$ cat src/rtl/serv_bus_sched.sv
// Two-requester (ibus/dbus) round-robin scheduler in front of one Wishbone-style memory port.
// Define SERV_BUS_SCHED_TIMEOUT_EN to enable the watchdog that force-completes stalled transfers.
module serv_bus_sched #(
  parameter int unsigned TIMEOUT_CYCLES = 255
) (
  input  logic        i_clk,
  input  logic        i_rst,
  input  logic [31:0] i_ibus_adr,
  input  logic        i_ibus_cyc,
  output logic [31:0] o_ibus_rdt,
  output logic        o_ibus_ack,
  input  logic [31:0] i_dbus_adr,
  input  logic [31:0] i_dbus_dat,
  input  logic [3:0]  i_dbus_sel,
  input  logic        i_dbus_we,
  input  logic        i_dbus_cyc,
  output logic [31:0] o_dbus_rdt,
  output logic        o_dbus_ack,
  output logic [31:0] o_wb_adr,
  output logic [31:0] o_wb_dat,
  output logic [3:0]  o_wb_sel,
  output logic        o_wb_we,
  output logic        o_wb_cyc,
  input  logic [31:0] i_wb_rdt,
  input  logic        i_wb_ack,
  output logic        o_timeout
);

  if (TIMEOUT_CYCLES < 1 || TIMEOUT_CYCLES > 255) begin : g_param_check
    $error("serv_bus_sched: TIMEOUT_CYCLES must be in 1..255");
  end

  typedef enum logic [1:0] {StIdle, StIbus, StDbus} state_e;

  state_e state_q;
  logic   last_grant_q;  // 0 = ibus, 1 = dbus
  logic   granted_cyc;
  logic   timeout;

  assign granted_cyc = ((state_q == StIbus) && i_ibus_cyc) || ((state_q == StDbus) && i_dbus_cyc);

`ifdef SERV_BUS_SCHED_TIMEOUT_EN
  logic [7:0] cnt_q;

  // A real ack on the limit cycle takes precedence over the forced completion.
  assign timeout = granted_cyc && !i_wb_ack && (cnt_q == 8'(TIMEOUT_CYCLES));

  // Held at zero while idle so every grant starts counting from zero.
  always_ff @(posedge i_clk or posedge i_rst) begin
    if (i_rst) begin
      cnt_q <= 8'd0;
    end else if (state_q == StIdle) begin
      cnt_q <= 8'd0;
    end else if (!i_wb_ack) begin
      cnt_q <= cnt_q + 8'd1;
    end
  end
`else
  assign timeout = 1'b0;
`endif

  always_ff @(posedge i_clk or posedge i_rst) begin
    if (i_rst) begin
      state_q      <= StIdle;
      last_grant_q <= 1'b1;
    end else begin
      unique case (state_q)
        StIdle: begin
          if (i_ibus_cyc && (!i_dbus_cyc || last_grant_q)) begin
            state_q      <= StIbus;
            last_grant_q <= 1'b0;
          end else if (i_dbus_cyc) begin
            state_q      <= StDbus;
            last_grant_q <= 1'b1;
          end
        end
        StIbus, StDbus: begin
          // Completion, abort (cyc dropped) or watchdog all return through idle.
          if (i_wb_ack || !granted_cyc || timeout) begin
            state_q <= StIdle;
          end
        end
        default: state_q <= StIdle;
      endcase
    end
  end

  always_comb begin
    o_wb_cyc   = granted_cyc;
    o_wb_adr   = 32'd0;
    o_wb_dat   = 32'd0;
    o_wb_sel   = 4'd0;
    o_wb_we    = 1'b0;
    o_ibus_ack = 1'b0;
    o_ibus_rdt = 32'd0;
    o_dbus_ack = 1'b0;
    o_dbus_rdt = 32'd0;
    o_timeout  = timeout;
    unique case (state_q)
      StIbus: begin
        o_wb_adr   = i_ibus_adr;
        o_wb_sel   = 4'b1111;
        o_ibus_ack = i_wb_ack || timeout;
        o_ibus_rdt = i_wb_ack ? i_wb_rdt : 32'd0;
      end
      StDbus: begin
        o_wb_adr   = i_dbus_adr;
        o_wb_dat   = i_dbus_dat;
        o_wb_sel   = i_dbus_sel;
        o_wb_we    = i_dbus_we;
        o_dbus_ack = i_wb_ack || timeout;
        o_dbus_rdt = i_wb_ack ? i_wb_rdt : 32'd0;
      end
      default: ;
    endcase
  end

endmodule

$ cat config.mk
export PLATFORM = sky130hd
export DESIGN_NAME = serv_bus_sched
export DESIGN_NICKNAME = d
export VERILOG_FILES = /design/src/rtl/serv_bus_sched.sv
export SDC_FILE = /design/constraint.sdc
export NUM_CORES = 1
export LEC_CHECK = 0
export CORE_AREA = 2 2 107 109
export CTS_CLUSTER_DIAMETER = 50
export CTS_CLUSTER_SIZE = 14
export DETAILED_ROUTE_END_ITERATION = 8
export DIE_AREA = 0 0 109 111
export SLEW_MARGIN = 10
export SYNTH_ARGS = -nofsm -noshare
export SYNTH_HDL_FRONTEND = slang
export SYNTH_SLANG_ARGS = --single-unit
$ cat constraint.sdc
create_clock -name i_clk -period 2.25 [get_ports i_clk]
set_input_delay 0.5625 -clock i_clk [delete_from_list [all_inputs] [get_ports i_clk]]
set_output_delay 0.5625 -clock i_clk [all_outputs]
set_load 0.01 [all_outputs]
==> flow_metrics.tcl <==
set metrics [dict create \
    ys_warn_count 0 \
    synth_area_leader_cell "and3_1" \
    path_max_fanout 22 \
    synthFlopType "dfrtp_1" \
    grt_pass1_vias 2744 \
    clkLatencyLatePin_ns 0.23 \
    dieArea_um2 12100 \
    io_pins 275 \
    numCtsBuffers 3 \
    ys_async_sr_fraction_pct 100 \
    port_buffers 273 \
    fmax_ghz 0.438 \
    finalSetupViolCount 6 \
    fin_crit_ns 2.29 \
    cts.sinks 3 \
    internal-power_mw 2.10 \
    p_sw_mw 1.53 \
    postRouteWirelength_um 10600 \
    end_kind "output port" \
    diodes 0 \
    slew_violations 0 \
    startpoint_type "flop" \
    rsz0062_at_grt "true" \
    cp.arrival_ns 1.72 \
    yosysMostFrequentCell "and3_1" \
    hp-class "input pin to asynchronous set/reset pin" \
    syn_area_per_cell_um2 6.47 \
    vias_per_cell 4.20 \
    synth_edf_count 0 \
    initial_core_util_pct 13.4 \
    swShare_pct 42.1 \
    synth_top_area_share_pct 26.9 \
    track_usage_pct 16.2 \
    avgRoutedWirePerCell_um 16.1 \
    clkSlewWorstSetupHoldPaths_ns 0.03 \
    fin_nets 655 \
    status "finished with violations" \
    grt.overflow.total 0 \
    maxCapViolations 0 \
    rows 39 \
    grt_pass1_wl_um 15400 \
    cts-root-buf "clkbuf_16" \
    worst-setup-path-type "flop to output port" \
    pwr-share-clk_pct 7.9 \
    gp_congestion 0.847 \
    synth.area.top_cells "and3_1 27%, a22oi_1 16%, nor2b_1 15%, and2_1 15%, buf_2 4.7%" \
    drive_above_1_share_pct 22.2 \
    cp.required_ns 1.69 \
    synth_commonest_cells "64 x and3_1, 36 x nor2b_1, 35 x and2_1, 32 x a22oi_1, 14 x buf_2" \
    core-area_um2 11100 \
    yosysSeqAreaShare_pct 5.13 \
    synth_cell_types 22 \
    fp.dieW_um 109 \
    clock_path_buffers 2 \
    drt_iter0_markers 116 \
    vdd_drop_max_mv 0.356 \
    antenna_found_initial 0 \
    synth-seq-cells 3 \
    route.detailed.drc 0 \
    die_y_um 111 \
    post-route-period-util_pct 102 \
    p_per_area_nw_per_um2 801 \
    synth_cells 230 \
    p_comb_share_pct 89.1 \
    total_power_mw 3.64 \
    syn-num-nets 371 \
    grt_max_degree 36 \
    h-tree-depth 1 \
    hold_viol 0 \
    fin_skew_ns 0.000908 \
    final_core_util_pct 41.0 \
    cts_tree "built" \
    ant_nets 0 \
    violations "negative setup slack" \
    dr.pass1.iters 4 \
    route.vias.total 2753 \
    finalWorstSetupSlack_ns -0.0357 \
    total_leakage_power_nw 2.35 \
    power.share.sequential_pct 3.0 \
    area_growth_syn_to_layout_pct 205 \
    dp_hpwl_um 7570 \
    syn-cell-area_um2 1490 \
]
state kept, by name, indices dropped and copies added, names as in the netlist:
signal	flops
last_grant_q	1
state_q	2
repair_timing:
item | 4_1_cts | 5_1_grt
hold buffers | 0 | 0
pin swaps | 3 | 2
cloned | 5 | 1
resized for setup | 243 | 88
endpoints found under the setup margin | 136 | 82
setup buffers | 11 | 3
final timing paths:
check	from	endpoint	slack [ns]	cells after the start
setup / recovery	state_q[1]$_DFFE_PP0P_	o_wb_adr[24]	-0.04	7
hold / removal	i_rst	state_q[1]$_DFFE_PP0P_	0.50	2
setup reg to reg	state_q[1]$_DFFE_PP0P_	state_q[1]$_DFFE_PP0P_	0.38	9
hold reg to reg	last_grant_q$_DFFE_PP1P_	last_grant_q$_DFFE_PP1P_	0.51	2
max in group asynchronous	i_rst	last_grant_q$_DFFE_PP1P_	1.54	2
min in group i_clk	last_grant_q$_DFFE_PP1P_	last_grant_q$_DFFE_PP1P_	0.51	2
cell families (layout without fill, tap and decap cells):
group,count (synthesis),after routing,share of synthesized area (%)
fa+ha+maj,3,3,2.52
other cells,1,1,0.252
compound gates,42,42,20.7
buf+inv,36,319,11.7
flops,3,3,5.13
simple gates,145,145,59.7
through the flow:
| stage | hold WS [ns] | TNS, ns | area (um^2) | cells | setup WS (ns) |
|---|---|---|---|---|---|
| after floorplan | 0.315 | 0 | 1490 | 230 | 0.390 |
| after global placement | 0.494 | -26.16 | 4470 | 633 | -0.372 |
| after detailed placement | 0.506 | -27.36 | 4470 | 633 | -0.383 |
| after CTS | 0.504 | -1.24 | 4650 | 653 | -0.0838 |
| after global routing | 0.526 | -0.526 | 4540 | 656 | -0.101 |
| final | 0.503 | -0.141 | 4540 | 656 | -0.0357 |
placed cells by master (no fill, tap or decap):
| cell | synthesis | routed |
|---|---|---|
| dfrtp_1 | 2 | 2 |
| o21ai_0 | 1 | 1 |
| clkdlybuf4s50_1 | 0 | 136 |
| nand2_1 | 5 | 5 |
| clkbuf_16 | 0 | 4 |
| nand3b_1 | 1 | 1 |
| buf_2 | 14 | 31 |
| nor2b_2 | 0 | 2 |
| a22oi_2 | 1 | 4 |
| nor2_1 | 2 | 2 |
| clkbuf_2 | 5 | 28 |
| a221o_1 | 2 | 2 |
| nor3_1 | 2 | 2 |
| buf_16 | 0 | 3 |
| a21oi_1 | 6 | 6 |
| dlygate4sd2_1 | 0 | 51 |
| inv_2 | 1 | 2 |
| dfstp_2 | 1 | 1 |
| clkbuf_1 | 8 | 1 |
| and3_1 | 64 | 64 |
| a22oi_1 | 32 | 29 |
| clkdlybuf4s15_1 | 0 | 26 |
| inv_4 | 0 | 1 |
| nor2b_1 | 36 | 33 |
| conb_1 | 1 | 1 |
| inv_1 | 4 | 2 |
| and2_1 | 35 | 35 |
| buf_12 | 0 | 10 |
| buf_4 | 4 | 22 |
| bufbuf_16 | 0 | 1 |
| ha_4 | 0 | 3 |
| clkdlybuf4s15_2 | 0 | 1 |
| nor2b_4 | 0 | 1 |
power groups by stage:
stage / combinational [mW] / clock [mW] / sequential [mW]
after detailed placement: 3.02 / 0 / 0.106
after global placement: 2.99 / 0 / 0.105
after floorplan: 1.35 / 0 / 0.100
after global routing: 3.49 / 0.294 / 0.111
final: 3.24 / 0.287 / 0.109
after CTS: 3.27 / 0.291 / 0.109
critical path, cell delays in order, from the launching register on:
cell and delay [ns]:
dfrtp_1 0.41, ha_4 0.20, buf_4 0.14, buf_12 0.12
buf_16 0.14, a22oi_1 0.14, nor2b_1 0.06, dlygate4sd2_1 0.28
per-layer routing:
layer	global-route usage (%)	vias to the layer above	part of all wire [%]
li1	-	1376	-
met1	16.0	1212	34
met2	33.1	163	55
met3	4.47	2	10
met4	2.05	0	0.24
met5	0	-	0
area by class of cell:
| cell class | count | area [um^2] |
|---|---|---|
| tap | 143 | 179 |
| fill | 1172 | 6540 |
| inverter | 5 | 21.3 |
| clock buffer | 4 | 78.8 |
| timing repair buffer | 310 | 2880 |
| sequential | 3 | 76.3 |
| multi-input combinational | 191 | 1300 |
No activity file was read; power rests on OpenSTA's default activity.
